## src/rtl/adder32_seq_pkg.sv

```systemverilog
// Shared constants and state encoding for the sequential 32-bit add/subtract unit.
package adder32_seq_pkg;

    localparam int WORD_W = 32;
    localparam int HALF_W = 16;

    typedef enum logic [1:0] {
        S_IDLE = 2'b00,
        S_LO   = 2'b01,
        S_HI   = 2'b10,
        S_DONE = 2'b11
    } state_t;

endpackage

```

## src/rtl/adder32_seq_ctrl_if.sv

```systemverilog
// Start/ready/done handshake and operand/result bus between the control unit
// (master) and the sequential adder (slave).
interface adder32_seq_ctrl_if;
    import adder32_seq_pkg::*;

    logic              start;
    logic              op_sub;
    logic [WORD_W-1:0] a;
    logic [WORD_W-1:0] b;
    logic              ready;
    logic              done;
    logic [WORD_W-1:0] result;
    logic              cout;
    logic              ovf;
    logic              zero;

    modport master (
        output start, op_sub, a, b,
        input  ready, done, result, cout, ovf, zero
    );

    modport slave (
        input  start, op_sub, a, b,
        output ready, done, result, cout, ovf, zero
    );

endinterface

```

## src/rtl/adder_16b.sv

```systemverilog
// 16-bit carry-lookahead adder slice: four 4-bit groups with a lookahead
// carry unit, exporting group generate/propagate for carry chaining.
module adder_16b
    import adder32_seq_pkg::*;
(
    input  logic [HALF_W-1:0] x,
    input  logic [HALF_W-1:0] y,
    input  logic              cin,
    output logic [HALF_W-1:0] s,
    output logic              gpp,
    output logic              ppp
);

    always_comb begin : cla
        logic [HALF_W-1:0] g;
        logic [HALF_W-1:0] p;
        logic [3:0]        gg;
        logic [3:0]        pg;
        logic [3:0]        gc;
        logic              carry;

        // NOTE: every output gets a value on every path before any branching,
        // so no latch can be inferred.
        s     = '0;
        g     = x & y;
        p     = x ^ y;
        carry = 1'b0;

        for (int i = 0; i < 4; i++) begin
            gg[i] = g[4*i+3]
                  | (p[4*i+3] & g[4*i+2])
                  | (p[4*i+3] & p[4*i+2] & g[4*i+1])
                  | (p[4*i+3] & p[4*i+2] & p[4*i+1] & g[4*i]);
            pg[i] = &p[4*i +: 4];
        end

        gc[0] = cin;
        gc[1] = gg[0] | (pg[0] & cin);
        gc[2] = gg[1] | (pg[1] & gg[0]) | (pg[1] & pg[0] & cin);
        gc[3] = gg[2] | (pg[2] & gg[1]) | (pg[2] & pg[1] & gg[0])
              | (pg[2] & pg[1] & pg[0] & cin);

        for (int i = 0; i < 4; i++) begin
            carry = gc[i];
            for (int j = 0; j < 4; j++) begin
                s[4*i+j] = p[4*i+j] ^ carry;
                carry    = g[4*i+j] | (p[4*i+j] & carry);
            end
        end

        gpp = gg[3] | (pg[3] & gg[2]) | (pg[3] & pg[2] & gg[1])
            | (pg[3] & pg[2] & pg[1] & gg[0]);
        ppp = &pg;
    end

endmodule

```

## src/rtl/adder32_seq_ctrl.sv

```systemverilog
// Sequential 32-bit add/subtract: one 16-bit CLA slice used twice (low half,
// then high half with a registered inter-half carry), start/ready/done handshake.
module adder32_seq_ctrl
    import adder32_seq_pkg::*;
(
    input  logic              clk,
    input  logic              clr,
    adder32_seq_ctrl_if.slave bus
);

    state_t            state;
    logic [WORD_W-1:0] a_q;
    logic [WORD_W-1:0] b_q;
    logic [WORD_W-1:0] result_q;
    logic              sub_q;
    logic              c16_q;
    logic              cout_q;
    logic              ovf_q;
    logic              zero_q;
    logic              done_q;

    logic [HALF_W-1:0] x;
    logic [HALF_W-1:0] y;
    logic [HALF_W-1:0] s;
    logic              cin;
    logic              gpp;
    logic              ppp;

    // Slice inputs are held at zero outside LO/HI so the adder stays quiet when idle.
    always_comb begin
        x   = '0;
        y   = '0;
        cin = 1'b0;
        case (state)
            S_LO: begin
                x   = a_q[HALF_W-1:0];
                y   = b_q[HALF_W-1:0];
                cin = sub_q;
            end
            S_HI: begin
                x   = a_q[WORD_W-1:HALF_W];
                y   = b_q[WORD_W-1:HALF_W];
                cin = c16_q;
            end
            default: ;
        endcase
    end

    adder_16b u_slice (
        .x   (x),
        .y   (y),
        .cin (cin),
        .s   (s),
        .gpp (gpp),
        .ppp (ppp)
    );

    // NOTE: state registers use non-blocking assignments so every flop samples
    // pre-edge values regardless of statement order.
    always_ff @(posedge clk or posedge clr) begin
        if (clr) begin
            state    <= S_IDLE;
            a_q      <= '0;
            b_q      <= '0;
            sub_q    <= 1'b0;
            c16_q    <= 1'b0;
            result_q <= '0;
            cout_q   <= 1'b0;
            ovf_q    <= 1'b0;
            zero_q   <= 1'b0;
            done_q   <= 1'b0;
        end else begin
            case (state)
                S_IDLE: begin
                    if (bus.start) begin
                        // Subtract is A + ~B + 1; the +1 enters as the low-half carry-in.
                        a_q   <= bus.a;
                        b_q   <= bus.op_sub ? ~bus.b : bus.b;
                        sub_q <= bus.op_sub;
                        state <= S_LO;
                    end
                end
                S_LO: begin
                    result_q[HALF_W-1:0] <= s;
                    c16_q                <= gpp | (ppp & sub_q);
                    state                <= S_HI;
                end
                S_HI: begin
                    result_q[WORD_W-1:HALF_W] <= s;
                    cout_q <= gpp | (ppp & c16_q);
                    ovf_q  <= (a_q[WORD_W-1] == b_q[WORD_W-1]) & (s[HALF_W-1] != a_q[WORD_W-1]);
                    zero_q <= (s == '0) & (result_q[HALF_W-1:0] == '0);
                    done_q <= 1'b1;
                    state  <= S_DONE;
                end
                S_DONE: begin
                    done_q <= 1'b0;
                    state  <= S_IDLE;
                end
            endcase
        end
    end

    assign bus.ready  = (state == S_IDLE);
    assign bus.done   = done_q;
    assign bus.result = result_q;
    assign bus.cout   = cout_q;
    assign bus.ovf    = ovf_q;
    assign bus.zero   = zero_q;

endmodule
```

## src/flat_wrapper.sv

```systemverilog
// flat-port wrapper written by rule: the top's interface ports become plain ports
module adder32_seq_ctrl_flat import adder32_seq_pkg::*;
  (clk, clr, bus_start, bus_op_sub, bus_a, bus_b, bus_ready, bus_done, bus_result, bus_cout, bus_ovf, bus_zero);
  adder32_seq_ctrl_if bus_i ();
  input  logic clk;
  input  logic clr;
  input wire logic [$bits(bus_i.start)-1:0] bus_start;
  input wire logic [$bits(bus_i.op_sub)-1:0] bus_op_sub;
  input wire logic [$bits(bus_i.a)-1:0] bus_a;
  input wire logic [$bits(bus_i.b)-1:0] bus_b;
  output wire logic [$bits(bus_i.ready)-1:0] bus_ready;
  output wire logic [$bits(bus_i.done)-1:0] bus_done;
  output wire logic [$bits(bus_i.result)-1:0] bus_result;
  output wire logic [$bits(bus_i.cout)-1:0] bus_cout;
  output wire logic [$bits(bus_i.ovf)-1:0] bus_ovf;
  output wire logic [$bits(bus_i.zero)-1:0] bus_zero;
  assign bus_i.start = bus_start;
  assign bus_i.op_sub = bus_op_sub;
  assign bus_i.a = bus_a;
  assign bus_i.b = bus_b;
  assign bus_ready = bus_i.ready;
  assign bus_done = bus_i.done;
  assign bus_result = bus_i.result;
  assign bus_cout = bus_i.cout;
  assign bus_ovf = bus_i.ovf;
  assign bus_zero = bus_i.zero;
  adder32_seq_ctrl u_core (.clk(clk), .clr(clr), .bus(bus_i));
endmodule
```

## config.mk

```make
export PLATFORM = sky130hd
export DESIGN_NAME = adder32_seq_ctrl_flat
export DESIGN_NICKNAME = d
export VERILOG_FILES = /design/src/rtl/adder32_seq_pkg.sv /design/src/rtl/adder32_seq_ctrl_if.sv /design/src/rtl/adder_16b.sv /design/src/rtl/adder32_seq_ctrl.sv /design/src/flat_wrapper.sv
export SDC_FILE = /design/constraint.sdc
export NUM_CORES = 1
export LEC_CHECK = 0
export CORE_UTILIZATION = 29
export CTS_CLUSTER_DIAMETER = 50
export DETAILED_ROUTE_END_ITERATION = 16
export PLACE_DENSITY_LB_ADDON = 0.3
export SYNTH_ARGS = -nofsm -noshare
export SYNTH_HDL_FRONTEND = slang
export SYNTH_SLANG_ARGS = --single-unit
```

## constraint.sdc

```tcl
create_clock -name clk -period 7 [get_ports clk]
set_clock_uncertainty 0.05 [all_clocks]
set_input_delay 1.05 -clock clk [delete_from_list [all_inputs] [get_ports clk]]
set_output_delay 1.05 -clock clk [all_outputs]
set_load 0.01 [all_outputs]
```

==> metrics.md <==
| Metric | Value |
|---|---|
| Crit. Startpoint | u_core.state[1] |
| Row count | 49 |
| Number of synthesized register bits | between 100 and 150 |
| Leakage | 3.012 nW |
| FF/Latch Area | 2603 sq um |
| Longest Clk Path Bufs | 2 |
| Final Hold Vio Count | 0 |
| Worst Hold Class | reg2reg |
| Reg2reg start | u_core.state[1] |
| Max VDD drop | 0.0001391 V |
| Worst EP required | approximately 7.2 ns |
| Post-Syn Nets | ~600 |
| IO Port Bufs | 104 |
| Share of flip-flops with an asynchronous set or reset | 100.0% |
| Clock sinks | 104 |
| Reg2Reg Depth | 18 |
| Status | finished, violations left |
| Violated checks | DRC |
| Routed WL per cell | 15.29 um |
| Post-layout power | just over 0.003 W |
| Unique cell type count in the Yosys netlist | 39 |
| Seq/Total Area, Yosys | 47.75% |
| Width of the die | around 140 um |
| Compound-gate portion of the synthesized area | 11.43% |
| Placed cell areas | approximately 6700 sq um |
| Largest net degree at the start of global routing | 98 |
| GRT Overall Usage | 13.71% |
| Slew margin rel. | 37.67% |
| Final Cell Area | 6983 sq um |
| Prevailing post-synth register cell | dfrtp_1 |
| Setup Crit Path Kind | reg2reg |
| Worst Setup End Kind | flop |
| Final nets | 685 |
| Post-Syn Instances | 494 |
| Layout cells sized above 1 | 12.73% |
| Grt total ovfl | 0 |
| Final Slew Violations | 0 |
| Actual slew at the worst max-slew pin | approximately 0.94 ns |
| Clk root buf | clkbuf_16 |
| Cts bufs inserted | 9 |
| Crit path launch type | flop |
| Number of flops mapped to enable cells by yosys | 0 |
| Period utilisation layout | 70.45% |
| Core area | between 15000 and 20000 sq um |
| DRC viols | 9 |
| DR iter-0 viols | 190 |
| Adder-Cell Fraction of Synth Area | under 10% |
| WP buf/inv | 3 |
| DR pass1 iterations | 11 |
| Crit-path max cell delay | 0.50 ns |
| Synthesized area | 5450 sq um |
| Post-DP HPWL | 9.440 mm |
| Die ar. | 19350 sq um |
| H-tree depth | 3 |
| Layout Cells excl Fill | 818 |
| Mux share of post-synthesis cell area | 11.34% |
| CP Capture Point | u_core.bus.zero |
| Postcts setup bufs | 0 |
| CTS hold repair buffers | 0 |
| XOR/XNOR share of the synthesized area | 5.946% |
| Vias in the first global route | ~3800 |
| First-pass GRT wire length | 20.60 mm |
| Clock slew at reported path FFs | 0.07 ns |
| Reg2reg end | u_core.bus.zero |
| Final Setup Violations | 0 |
| Initial antenna violation count | 0 |
| RSZ-0062 raised after global routing | false |
| Total wire length | roughly 13 mm |
| Multi-input logic area | 2613 sq um |
| Die H | about 140 um |
| Routability cong. | 0.8019 |
| Cell mode on critical path | fa_1 |
| # fillers | ~1800 |
| CTS resizes | 0 |
| Final Util | 38.35% |
| # diodes | 0 |
| CP delay by family, top | adder cells |
| CP cell instances | inv_1, ha_2, buf_4, a22oi_1, nor2b_1, ha_1, and3_4, a221oi_2, o21a_1, o21ba_2, o21ai_0, fa_1, fa_1, inv_1, fa_1, xor2_1, nand4_1, o32ai_1 |
| Routed vias | 3814 |
| Syn Area/Cell | 11.03 sq um |
| Largest family of logic cells by synthesized area | compound AO/OA/AOI/OAI gates |
| Pwr dens | 438.9 nW/um^2 |
| Fin Setup TNS | 0 ns |
| Initial core utilization | between 20% and 30% |
| Post-Synth Simple-Gate Area | 9.848% |
| Slowest cell on crit path | ha_2 |
| Warnings from Yosys | 0 |
| CTS tree | done |
| Critical Path Fanout Max | 31 |
| Area Growth Syn to Fin | 28.12% |
| Arr. time, crit path | 5.14 ns |
| Number of max-cap violations | 0 |
| Num ports | 105 |
| Placed insts | 802 |
| Tmin final | 4.932 ns |
| Skew-Pair Late Insertion Delay | roughly 0.36 ns |
| Antenna Nets Post-Route | 0 |
| Slack of the worst reg-to-reg path | ~2.1 ns |
| WP depth | 18 |
| Fmax | 202.8 MHz |
| Routed vias/inst | 4.663 |
## worst register-to-register path, stage by stage (launching register included)
cell and delay (ns):
dfrtp_1 0.41, inv_1 0.12, ha_2 0.50, buf_4 0.46, a22oi_1 0.13, nor2b_1 0.25
ha_1 0.29, and3_4 0.18, a221oi_2 0.31, o21a_1 0.20, o21ba_2 0.16, o21ai_0 0.12
fa_1 0.42, fa_1 0.37, inv_1 0.09, fa_1 0.22, xor2_1 0.21, nand4_1 0.12
o32ai_1 0.24
## cell usage in the layout (no fill, tap or decap), types with 12 or more instances in the layout
cell / netlist / routed
mux2_2: 46 / 46
a21oi_1: 13 / 13
nor2b_1: 20 / 20
nor2_1: 16 / 16
inv_1: 32 / 31
nand2_1: 46 / 45
clkdlybuf4s50_1: 0 / 103
dfrtp_1: 104 / 104
xnor2_1: 36 / 36
fa_1: 12 / 12
ha_1: 21 / 19
a22o_1: 15 / 15
a22oi_1: 18 / 18
o21ai_0: 33 / 33
## synth_stat cells, types with 14 or more instances
library cell | number | area [sq um]
a22oi_1 | 18 | 135.1
inv_1 | 32 | 120.1
a22o_1 | 15 | 131.4
nor2b_1 | 20 | 125.1
dfrtp_1 | 104 | 2603
mux2_2 | 46 | 518.0
xnor2_1 | 36 | 315.3
o21ai_0 | 33 | 165.2
clkbuf_1 | 14 | 52.55
ha_1 | 21 | 262.8
nor2_1 | 16 | 60.06
nand2_1 | 46 | 172.7
## metrics by stage
stage	hold WS (ns)	setup slack [ns]
finish	0.4321	2.068
global route	0.4506	1.664
CTS	0.4371	2.060
detailed placement	0.4208	2.080
global placement	0.4113	2.215
floorplan	0.4002	2.730
## area by class of cell
cell class / count / share of cell area, %
Clock inverter: 4 / 0.4121
Inverter: 32 / 1.756
Clock buffer: 12 / 3.673
Sequential cell: 104 / 37.27
Multi-Input combinational cell: 328 / 37.41
Tap cell: 229 / 4.103
Timing Repair Buffer: 109 / 15.37
## worst min-delay path by stage
stage,end,cells after the start,startpoint
2_1_floorplan,u_core.b_q[16],2,u_core.b_q[16]
3_3_place_gp,u_core.b_q[24],2,u_core.b_q[24]
6_report,u_core.b_q[23],2,u_core.b_q[23]
4_1_cts,u_core.b_q[19],2,u_core.b_q[19]
3_5_place_dp,u_core.b_q[19],2,u_core.b_q[19]
5_1_grt,u_core.b_q[19],2,u_core.b_q[19]
## cells by family (layout without fill, tap and decap cells)
group / after synthesis / count (layout)
AO/OA/AOI/OAI: 93 / 93
adder cells (fa/ha/maj): 33 / 33
flip-flops: 104 / 104
multiplexers: 56 / 56
XOR/XNOR: 37 / 37
AND/OR/NAND/NOR: 109 / 109
buffers and inverters: 62 / 157
## metal layers
metal	share of wire, %	vias up	track usage [%]	wire length, um
met4	0.87	0	3.158	109
met1	50	1824	19.49	6227
li1	-	1865	-	-
met3	5.9	6	4.420	740
met2	43	119	20.10	5426
met5	0	-	0	0
## state kept, by name, summed over array words and instances, names as in the netlist, 2 cells and up
signal / count
u_core.state: 2
u_core.bus.result: 32
u_core.b_q: 32
u_core.a_q: 32
## report_power, final
group	internal [W]	total, W	switching [W]
Combinational	0.000733	0.00152	0.000788
Clock	0.000261	0.000484	0.000223
Sequential	0.000880	0.00106	0.000180
No activity file was read; power rests on OpenSTA's default activity.
